--- config.mk ---
export PLATFORM = sky130hd
export DESIGN_NAME = quad_updown_decoder
export DESIGN_NICKNAME = d
export VERILOG_FILES = /design/src/rtl/quad_updown_decoder.sv
export SDC_FILE = /design/constraint.sdc
export NUM_CORES = 1
export LEC_CHECK = 0
export ABC_CLOCK_PERIOD_IN_PS = 2250
export CAP_MARGIN = 20
export CELL_PAD_IN_SITES_DETAIL_PLACEMENT = 1
export CELL_PAD_IN_SITES_GLOBAL_PLACEMENT = 2
export CORE_ASPECT_RATIO = 1.4
export CORE_MARGIN = 2
export CORE_UTILIZATION = 35
export CTS_CLUSTER_DIAMETER = 80
export DETAILED_ROUTE_END_ITERATION = 12
export PLACE_DENSITY = 0.84
export SYNTH_ARGS = -nofsm -noshare
export SYNTH_HDL_FRONTEND = slang
export SYNTH_SLANG_ARGS = --single-unit
--- constraint.sdc ---
create_clock -name clk -period 2.25 [get_ports clk]
set_input_delay 0.225 -clock clk [delete_from_list [all_inputs] [get_ports clk]]
set_output_delay 0.225 -clock clk [all_outputs]
set_load 0.01 [all_outputs]
--- src/rtl/quad_updown_decoder.sv ---
// Quadrature A/B decoder: synchronises and filters the encoder channels, tracks the
// gray-code phase and emits registered up_dwn step commands plus a position count.
module quad_updown_decoder #(
  parameter int WIDTH       = 4,
  parameter int SYNC_STAGES = 2,
  parameter int FILTER_LEN  = 3
) (
  input  logic             clk,
  input  logic             reset,
  input  logic             enc_a,
  input  logic             enc_b,
  input  logic             clr,
  output logic [1:0]       up_dwn,
  output logic [WIDTH-1:0] count,
  output logic             err,
  output logic             primed
);

  localparam int CW = $clog2(FILTER_LEN + 1);
  localparam logic [CW-1:0] FLT_LAST = CW'(FILTER_LEN - 1);
  localparam logic [CW-1:0] FLT_FULL = CW'(FILTER_LEN);

  localparam logic [1:0] CMD_IDLE = 2'b00;
  localparam logic [1:0] CMD_INC  = 2'b01;
  localparam logic [1:0] CMD_DEC  = 2'b10;
  localparam logic [1:0] CMD_ILL  = 2'b11;

  logic [SYNC_STAGES-1:0] a_sync;
  logic [SYNC_STAGES-1:0] b_sync;
  logic [1:0]             ab_s;
  logic [1:0]             ab_f;
  logic [CW-1:0]          fcnt [2];
  logic [1:0]             ab_hold;
  logic [CW-1:0]          pcnt;
  logic [CW-1:0]          pcnt_nxt;
  logic                   prime_now;
  logic [1:0]             phase;
  logic [1:0]             cmd;

  function automatic logic [1:0] fwd_phase(input logic [1:0] p);
    case (p)
      2'b00:   fwd_phase = 2'b01;
      2'b01:   fwd_phase = 2'b11;
      2'b11:   fwd_phase = 2'b10;
      default: fwd_phase = 2'b00;
    endcase
  endfunction

  function automatic logic [1:0] step_cmd(input logic [1:0] old_ph, input logic [1:0] new_ph);
    if (new_ph == old_ph)                 step_cmd = CMD_IDLE;
    else if (new_ph == fwd_phase(old_ph)) step_cmd = CMD_INC;
    else if (old_ph == fwd_phase(new_ph)) step_cmd = CMD_DEC;
    else                                  step_cmd = CMD_ILL;
  endfunction

  // Stage: synchronisers (bit 1 = channel A, bit 0 = channel B)
  always_ff @(posedge clk or negedge reset) begin
    if (!reset) begin
      a_sync <= '0;
      b_sync <= '0;
    end else begin
      a_sync <= {a_sync[SYNC_STAGES-2:0], enc_a};
      b_sync <= {b_sync[SYNC_STAGES-2:0], enc_b};
    end
  end

  assign ab_s = {a_sync[SYNC_STAGES-1], b_sync[SYNC_STAGES-1]};

  // Stage: per-channel stability filter
  always_ff @(posedge clk or negedge reset) begin
    if (!reset) begin
      ab_f <= '0;
      for (int i = 0; i < 2; i++) fcnt[i] <= '0;
    end else begin
      for (int i = 0; i < 2; i++) begin
        if (ab_s[i] == ab_f[i]) begin
          fcnt[i] <= '0;
        end else if (fcnt[i] == FLT_LAST) begin
          fcnt[i] <= '0;
          ab_f[i] <= ab_s[i];
        end else begin
          fcnt[i] <= fcnt[i] + CW'(1);
        end
      end
    end
  end

  // Priming tracks how long the joint synchronised phase has held still
  always_comb begin
    pcnt_nxt = pcnt;
    if (ab_s != ab_hold)      pcnt_nxt = CW'(1);
    else if (pcnt != FLT_FULL) pcnt_nxt = pcnt + CW'(1);
  end

  assign prime_now = !primed && (pcnt_nxt == FLT_FULL);
  assign cmd       = step_cmd(phase, ab_f);

  // Stage: phase tracking, command and position registers
  always_ff @(posedge clk or negedge reset) begin
    if (!reset) begin
      ab_hold <= '0;
      pcnt    <= '0;
      phase   <= '0;
      primed  <= 1'b0;
      up_dwn  <= CMD_IDLE;
      count   <= '0;
      err     <= 1'b0;
    end else begin
      up_dwn <= CMD_IDLE;
      if (!primed) begin
        ab_hold <= ab_s;
        pcnt    <= pcnt_nxt;
        if (prime_now) begin
          phase  <= ab_s;
          primed <= 1'b1;
        end
      end else begin
        phase  <= ab_f;
        up_dwn <= cmd;
      end

      if (clr) begin
        count <= '0;
        err   <= 1'b0;
      end else if (primed) begin
        case (cmd)
          CMD_INC: count <= count + WIDTH'(1);
          CMD_DEC: count <= count - WIDTH'(1);
          CMD_ILL: err   <= 1'b1;
          default: ;
        endcase
      end
    end
  end

endmodule
Yosys cells after proc, flatten, opt, wreduce, memory -nomap -nowiden
Index checks and enable logic that the tools add are counted.

$add $sub $neg: 5. Equal/unequal tests: 17. Muxes and demuxes: 25. Bitwise operators: 2. Reductions and logical operators: 12.

Operators with widths (count): 2-to-1 mux 2 bit (14); equality test 2 bit (second input constant) (7); case mux 2 bit (3 select lines) (2); 2-to-1 mux 4 bit (2); case mux 4 bit (2 select lines) (1); AND reduction 2 bit (4); adder 2 x 1 -> 2 bit (second input constant) (3); equality test 2 x 1 -> 1 bit (second input constant) (3); equality test 2 bit (3); 2-to-1 mux 1 bit (6); nonzero test 2 bit (3); adder 4 x 1 -> 4 bit (second input constant) (1); logical NOT 2 bit (2); subtractor 4 x 1 -> 4 bit (second input constant) (1); nonzero test 3 bit (1); equality test 1 bit (2); inequality test 2 bit (1); inequality test 2 bit (second input constant) (1); NOT 1 bit (2); logical AND 1 bit (1); logical NOT 1 bit (1).

Register bits after elaboration: 24. Input port bits: 5. Output and inout port bits: 8. Logic and storage cells: 74.

Depth between registers and ports, before layout
Gate-level depths: netlist of run 1.

Word-level depth: 14. Gate-level depth with buffers: 9. Mapped depth without buffers: 8.

Least setup slack after synthesis of run 1
Ideal clock, no wire load.

Path kind: reg-to-reg. Start point: reg ab_f[0]. End point: reg count[3]. Library setup time: 0.125 ns. Data arrival time: 1.932 ns. Data required time: 2.125 ns. Slack: 0.193 ns. Cell stages (with the launch flop): 10. Path buffers: 1. Period minus slack after synthesis: 2.057 ns. Path through: dfrtp_1 > buf_2 > xnor2_2 > nand2_1 > inv_1 > ha_1 > a31oi_1 > a21oi_1 > o211ai_1 > mux2_4.

Cells in the longest elaborated chain, start to end: 12. Elaborated cells between the ends (all ways): 19. Those cells by class: eq/ne: 7; mux: 9; reduce/logical: 3.

RTL lines: start, declared (RTL line 31) `logic [1:0] ab_f;`; start signal, assigned by index (RTL line 80) `ab_f[i] <= ab_s[i];`; equality test 2 bit (tied with other cells) (RTL line 41) `case (p)`; case mux 2 bit (3 select lines) (RTL line 41); 2-to-1 mux 2 bit (RTL line 51) `else if (new_ph == fwd_phase(old_ph)) step_cmd = CMD_INC;`; 2-to-1 mux 2 bit (RTL line 50) `if (new_ph == old_ph) step_cmd = CMD_IDLE;`; equality test 2 bit (RTL line 52) `else if (old_ph == fwd_phase(new_ph)) step_cmd = CMD_DEC;`; 2-to-1 mux 1 bit (RTL line 52); 2-to-1 mux 2 bit (RTL line 51); 2-to-1 mux 2 bit * (RTL line 50); equality test 2 bit or equality test 2 x 1 -> 1 bit (tied branches) (RTL line 126) `case (cmd)`; case mux 4 bit (2 select lines) (RTL line 126); 2-to-1 mux 4 bit (RTL line 125) `end else if (primed) begin`; 2-to-1 mux 4 bit (RTL line 122) `if (clr) begin`; end signal, assigned (RTL line 127) `CMD_INC: count <= count + WIDTH'(1);`; end signal, assigned (RTL line 128) `CMD_DEC: count <= count - WIDTH'(1);`; end, declared (RTL line 14) `output logic [WIDTH-1:0] count,`.

Mark *: on every way between the ends. The rest lies on a longest branch, timed or not. The select of a mux whose other input is x is not followed. A chain may end at the register's enable or synchronous reset.

Final worst setup path of run 1
Start point: reg ab_f[1]. End point: reg count[3].

The elaborated chain is that of the path after synthesis.

==> impl_metrics.tcl, run 1 <==
set metrics [dict create \
    layout_commonest_cell "dfrtp_1" \
    setup_tns_ns 0 \
    p_leak_uw 0.000597 \
    critPathArrivalTime_ns 2.24 \
    insertion_delay_ns 0.26 \
    fin_area_um2 1360 \
    ios 13 \
    fmax_mhz 478 \
    cp_top_family "flip-flops" \
    post_cts_buffers 0 \
    ir_drop_v 0.000813 \
    layout.nets 122 \
    cp.required_ns 2.40 \
    power_frac_seq_pct 36.9 \
    worstMarginPinSlew_ns 0.454 \
    avgSynthCellArea_um2 11.5 \
    outcome "finished clean" \
    post_cts_resized 0 \
    grt_setup_unrepaired "no" \
    clock-sinks 24 \
    synth_compound_area_share_pct 11.0 \
    finalPower_uw 2010 \
    slew_viol_final 0 \
    numCtsBuffers 3 \
    drc_errors 0 \
    synth_fa_ha_area_share_pct 2.25 \
    rr_worst_depth 8 \
    yosys_warnings 0 \
    critPathKind "reg -> reg" \
    muxShareOfSynthArea_pct 7.20 \
    cts_hold_repair.buffers 0 \
    critPathBufInv 1 \
    clock_skew_ns 0.00270 \
    max-clock-path-buffers 2 \
    synth.distinct_cells 32 \
    dr.pass1.iters 4 \
    grt_pass1_vias 893 \
    via_count 757 \
    synth_nets 104 \
    vias_per_cell 4.95 \
    clock_power_share_pct 14.3 \
    placed_area_um2 1300 \
    die_y_um 70.7 \
    core_area_um2 3060 \
    port-buffer-count 12 \
    relSlewSlack_pct 69.7 \
    cap_violations 0 \
    final_cell_mix "dfrtp_1, clkdlybuf4s50_1, o21ai_0, nand2_1, nor2_1" \
    grt_max_degree 25 \
    dp_hpwl_mm 1.61 \
    period_needed_ns 2.09 \
    r2r-start "ab_f[1]" \
    reg2reg_slack_ns 0.16 \
    crit_fanout 9 \
    grt_first_pass_wirelength_mm 3.75 \
    finalSetupViolations 0 \
    synth_area_um2 1110 \
    cts_tree "yes" \
    synthXorXnorAreaFrac_pct 9.22 \
    insertedDiodeCount 0 \
    hold_viol 0 \
    worstHoldPathType "in -> async" \
    cp-start-kind "register" \
    drive_gt1_share_pct 16.7 \
    drt_iter0_drc 11 \
    synth-seq-cells 24 \
    track_usage_pct 13.5 \
    yosys.area_share.simple_pct 13.7 \
    wl_mm 2.10 \
    die_area_um2 3650 \
    r2r-end "count[3]" \
    rows 24 \
    clockRootBuffer "clkbuf_8" \
    die_w_um 51.6 \
    gp_congestion 0.689 \
    p_sw_share_pct 36.9 \
    fin_crit_sh_pct 92.9 \
    area_growth_pct 21.8 \
    ant_nets 0 \
    synth_top_family_by_area "simple AND/OR/NAND/NOR gates" \
    synth_seq_area_share_pct 54.0 \
    critPathMaxStageDelay_ns 0.48 \
    crit_chain "xor2_2 > nand2_1 > inv_1 > ha_1 > o21ai_0 > and4b_1 > o211ai_1 > mux2_4" \
    finish.utilization_pct 44.2 \
    antenna_found_initial 0 \
    clk_pin_slew_ns 0.08 \
    p_sw_uw 743 \
    grt_overflow 0 \
    cp-end-kind "register" \
    crit_slowest_cell "dfrtp_2" \
    p_per_area_nw_per_um2 1490 \
    p_int_uw 1270 \
    start_util_pct 36.3 \
    pwr-share-comb_pct 48.7 \
    wl_per_cell_um 13.7 \
    synth_cells 97 \
    h-tree-depth 1 \
    fin_hold_ws_ns 0.316 \
]
[final cells by class]
class	instances	area [µm²]
Sequential cell	24	603
Clock buffer	4	55.1
Tap cell	39	48.8
Multi-Input combinational cell	66	483
Inverter	4	15.0
Fill cell	347	1710
Timing Repair Buffer	16	150
[power by group through the flow]
stage / clock, µW / combinational (µW) / sequential (µW)
2_1_floorplan: 0 / 720 / 706
3_3_place_gp: 0 / 962 / 735
3_5_place_dp: 0 / 998 / 753
4_1_cts: 298 / 1000 / 745
5_1_grt: 319 / 1100 / 773
6_report: 289 / 981 / 744
[logic make-up after synthesis]
kind of cell / count (synthesis)
simple gates: 28
fa+ha+maj: 2
buf+inv: 7
mux: 7
flops: 24
compound gates: 19
xor+xnor: 10
[state kept, by name, indices dropped and copies added (netlist names)]
register	flops
b_sync	2
ab_hold	2
count	4
primed	1
err	1
ab_f	2
fcnt	4
phase	2
a_sync	2
up_dwn	2
pcnt	2
[through the flow]
step | cells | setup WS, ns
after floorplan | 97 | 0.193
after global placement | 149 | 0.212
after detailed placement | 149 | 0.104
after CTS | 153 | 0.0914
after global routing | 153 | 0.00980
final | 153 | 0.159
[Yosys cell counts]
cell | instances | area (µm²)
mux2_2 | 4 | 45.0
buf_2 | 2 | 10.0
clkbuf_1 | 1 | 3.75
xnor2_1 | 4 | 35.0
xor2_1 | 4 | 35.0
or3_1 | 1 | 6.26
nor2_1 | 5 | 18.8
xnor2_2 | 1 | 16.3
a311oi_1 | 1 | 8.76
mux2_4 | 1 | 15.0
nand3_1 | 1 | 5.00
and3_1 | 1 | 6.26
a31oi_1 | 2 | 12.5
nand2b_1 | 3 | 18.8
a41oi_1 | 1 | 8.76
and4b_1 | 1 | 10.0
o211ai_1 | 2 | 15.0
o21ai_0 | 6 | 30.0
a211o_2 | 1 | 10.0
nor3b_1 | 2 | 15.0
or3b_2 | 1 | 8.76
nor3_1 | 4 | 20.0
mux2i_1 | 2 | 20.0
o22a_1 | 1 | 8.76
inv_1 | 4 | 15.0
nor2b_1 | 4 | 25.0
ha_1 | 2 | 25.0
dfrtp_1 | 24 | 601
xor2_2 | 1 | 16.3
o41ai_1 | 1 | 8.76
nand2_1 | 5 | 18.8
a21oi_1 | 4 | 20.0
[routing by layer]
layer	track usage, %	vias up	share of wire, %
li1	-	370	-
met1	14.3	376	42
met2	25.4	11	55
met3	2.53	0	2.4
met4	4.97	0	0
met5	0	-	0
[how the worst max path moves through the flow]
stage                     startpoint  endpoint  cells after the start
after CTS                    ab_f[1]  count[3]                      8
after floorplan              ab_f[0]  count[3]                      9
after detailed placement     ab_f[1]  count[3]                      8
after global placement       ab_f[1]  count[3]                      8
after global routing         ab_f[1]  count[3]                      8
final                        ab_f[1]  count[3]                      8
Power figures use the tool's default switching activity.
==> inputs of run 2 (changes only) <==
Settings changed: ABC_CLOCK_PERIOD_IN_PS 2250 to default.
==> results of run 2 <==
The final DEF is identical to that of run 1; final timing and power are the same.
==> inputs of run 3 (changes only) <==
Settings changed: CELL_PAD_IN_SITES_DETAIL_PLACEMENT 1 to 2.
==> impl_metrics.tcl, run 3 (synthesized netlist as in run 1, its figures left out) <==
set metrics [dict create \
    outcome "finished clean" \
    ios 13 \
    clk_pin_slew_ns 0.10 \
    cp-start-kind "register" \
    p_leak_uw 0.000613 \
    crit_slowest_cell "dfrtp_2" \
    vias_per_cell 5.25 \
    drc_errors 0 \
    period_needed_ns 2.16 \
    worstMarginPinSlew_ns 0.482 \
    clockRootBuffer "clkbuf_8" \
    grt_pass1_vias 935 \
    wl_per_cell_um 18.9 \
    critPathMaxStageDelay_ns 0.47 \
    crit_chain "xor2_2 > nand2_1 > inv_1 > ha_1 > o21ai_0 > and4b_1 > o211ai_1 > mux2_4" \
    insertedDiodeCount 0 \
    die_w_um 51.6 \
    critPathKind "reg -> reg" \
    die_y_um 70.7 \
    hold_viol 0 \
    fmax_mhz 463 \
    drt_iter0_drc 8 \
    clock-sinks 24 \
    cp.required_ns 2.42 \
    area_growth_pct 24.6 \
    layout.nets 124 \
    dp_hpwl_mm 1.93 \
    port-buffer-count 12 \
    h-tree-depth 1 \
    insertion_delay_ns 0.28 \
    p_per_area_nw_per_um2 1610 \
    rows 24 \
    critPathArrivalTime_ns 2.33 \
    via_count 813 \
    finalNonFillerCells 155 \
    worstHoldPathType "in -> async" \
    dr.pass1.iters 4 \
    finalSetupViolations 0 \
    grt_first_pass_wirelength_mm 4.74 \
    setup_tns_ns 0 \
    clock_skew_ns 0.00740 \
    gp_congestion 0.689 \
    antenna_found_initial 0 \
    core_area_um2 3060 \
    grt_max_degree 25 \
    die_area_um2 3650 \
    ir_drop_v 0.000580 \
    crit_fanout 6 \
    track_usage_pct 18.1 \
    wl_mm 2.93 \
    ant_nets 0 \
    use_met1_pct 19.3 \
    met3_usage_pct 2.74 \
    cts_tree "yes" \
    grt_setup_unrepaired "no" \
    gr-max-usage-layer "met2" \
    slew_viol_final 0 \
    largest_registers "count: 4 flops, fcnt: 4 flops" \
    fin_crit_sh_pct 95.9 \
    dp_cells 149 \
    grt_overflow 0 \
    max-clock-path-buffers 2 \
    layout_commonest_cell "dfrtp_1" \
    final_cell_mix "dfrtp_1, clkdlybuf4s50_1, o21ai_0, buf_4" \
    cap_violations 0 \
    cp-end-kind "register" \
    drive_gt1_share_pct 18.1 \
    start_util_pct 36.3 \
    global_route.usage.met2_pct 33.9 \
    numCtsBuffers 3 \
    relSlewSlack_pct 67.9 \
]
-- run 3: changes by cell type in the layout (fill, tap and decap cells not counted) --
cell	change
clkbuf_8	-1
buf_4	+2
bufinv_16	+1
-- run 3: worst paths after layout --
kind	end	from	depth (start not counted)	slack (ns)
setup / recovery	count[3]	phase[0]	8	0.09
hold / removal	count[0]	reset	2	0.30
hold reg to reg	b_sync[1]	b_sync[0]	0	0.37
min in group clk	b_sync[1]	b_sync[0]	0	0.37
setup reg to reg	count[3]	phase[0]	8	0.09
max in group asynchronous	phase[0]	reset	2	1.69
-- run 3: cell type report --
class,instances,area [µm²]
clock buffer,3,41.3
clock inverter,1,30.0
fill,338,1680
inverter,4,15.0
multi-input combinational,66,483
sequential,24,603
tap,39,48.8
timing repair buffer,18,165
-- run 3: per-layer routing --
layer,part of all wire (%),wire [µm]
met3,2.4,70
met1,37,1070
met5,0,0
met4,2.0,58
met2,59,1720
-- run 3: stage by stage --
| stage | setup slack (ns) | total power (µW) | hold slack [ns] | util, % | area, µm² |
|---|---|---|---|---|---|
| 3_5_place_dp | 0.0374 | 1790 | 0.347 | 42.4 | 1300 |
| 3_3_place_gp | 0.212 | 1700 | 0.339 | 42.4 | 1300 |
| 5_1_grt | 0.00673 | 2390 | 0.329 | 45.3 | 1390 |
| 6_report | 0.0913 | 2240 | 0.301 | 45.3 | 1390 |
| 4_1_cts | 0.0128 | 2220 | 0.329 | 44.7 | 1370 |
| 2_1_floorplan | 0.193 | 1430 | -0.0706 | - | 1110 |
-- run 3: where the power goes --
part | switching (µW) | internal [µW] | leakage (µW) | total, µW
clock | 156 | 238 | 0.0000357 | 394
combinational | 542 | 546 | 0.000290 | 1090
sequential | 163 | 591 | 0.000288 | 754
total | 861 | 1380 | 0.000613 | 2240
-- run 3: critical path, delay by kind of cell, from the launching register on --
family | cells | cell delay, ns
adders and majority gates | 1 | 0.32
AOI/OAI and AO/OA | 2 | 0.33
buffers and inverters | 1 | 0.06
muxes | 1 | 0.32
and+or+nand+nor | 2 | 0.34
DFF | 1 | 0.47
xor gates and xnor gates | 1 | 0.20
-- run 3: what timing repair did --
action | CTS | global route
setup endpoints to repair | 0 | 1
hold buffers | 0 | 0
gates resized for setup | 0 | 2
setup buffers | 0 | 2
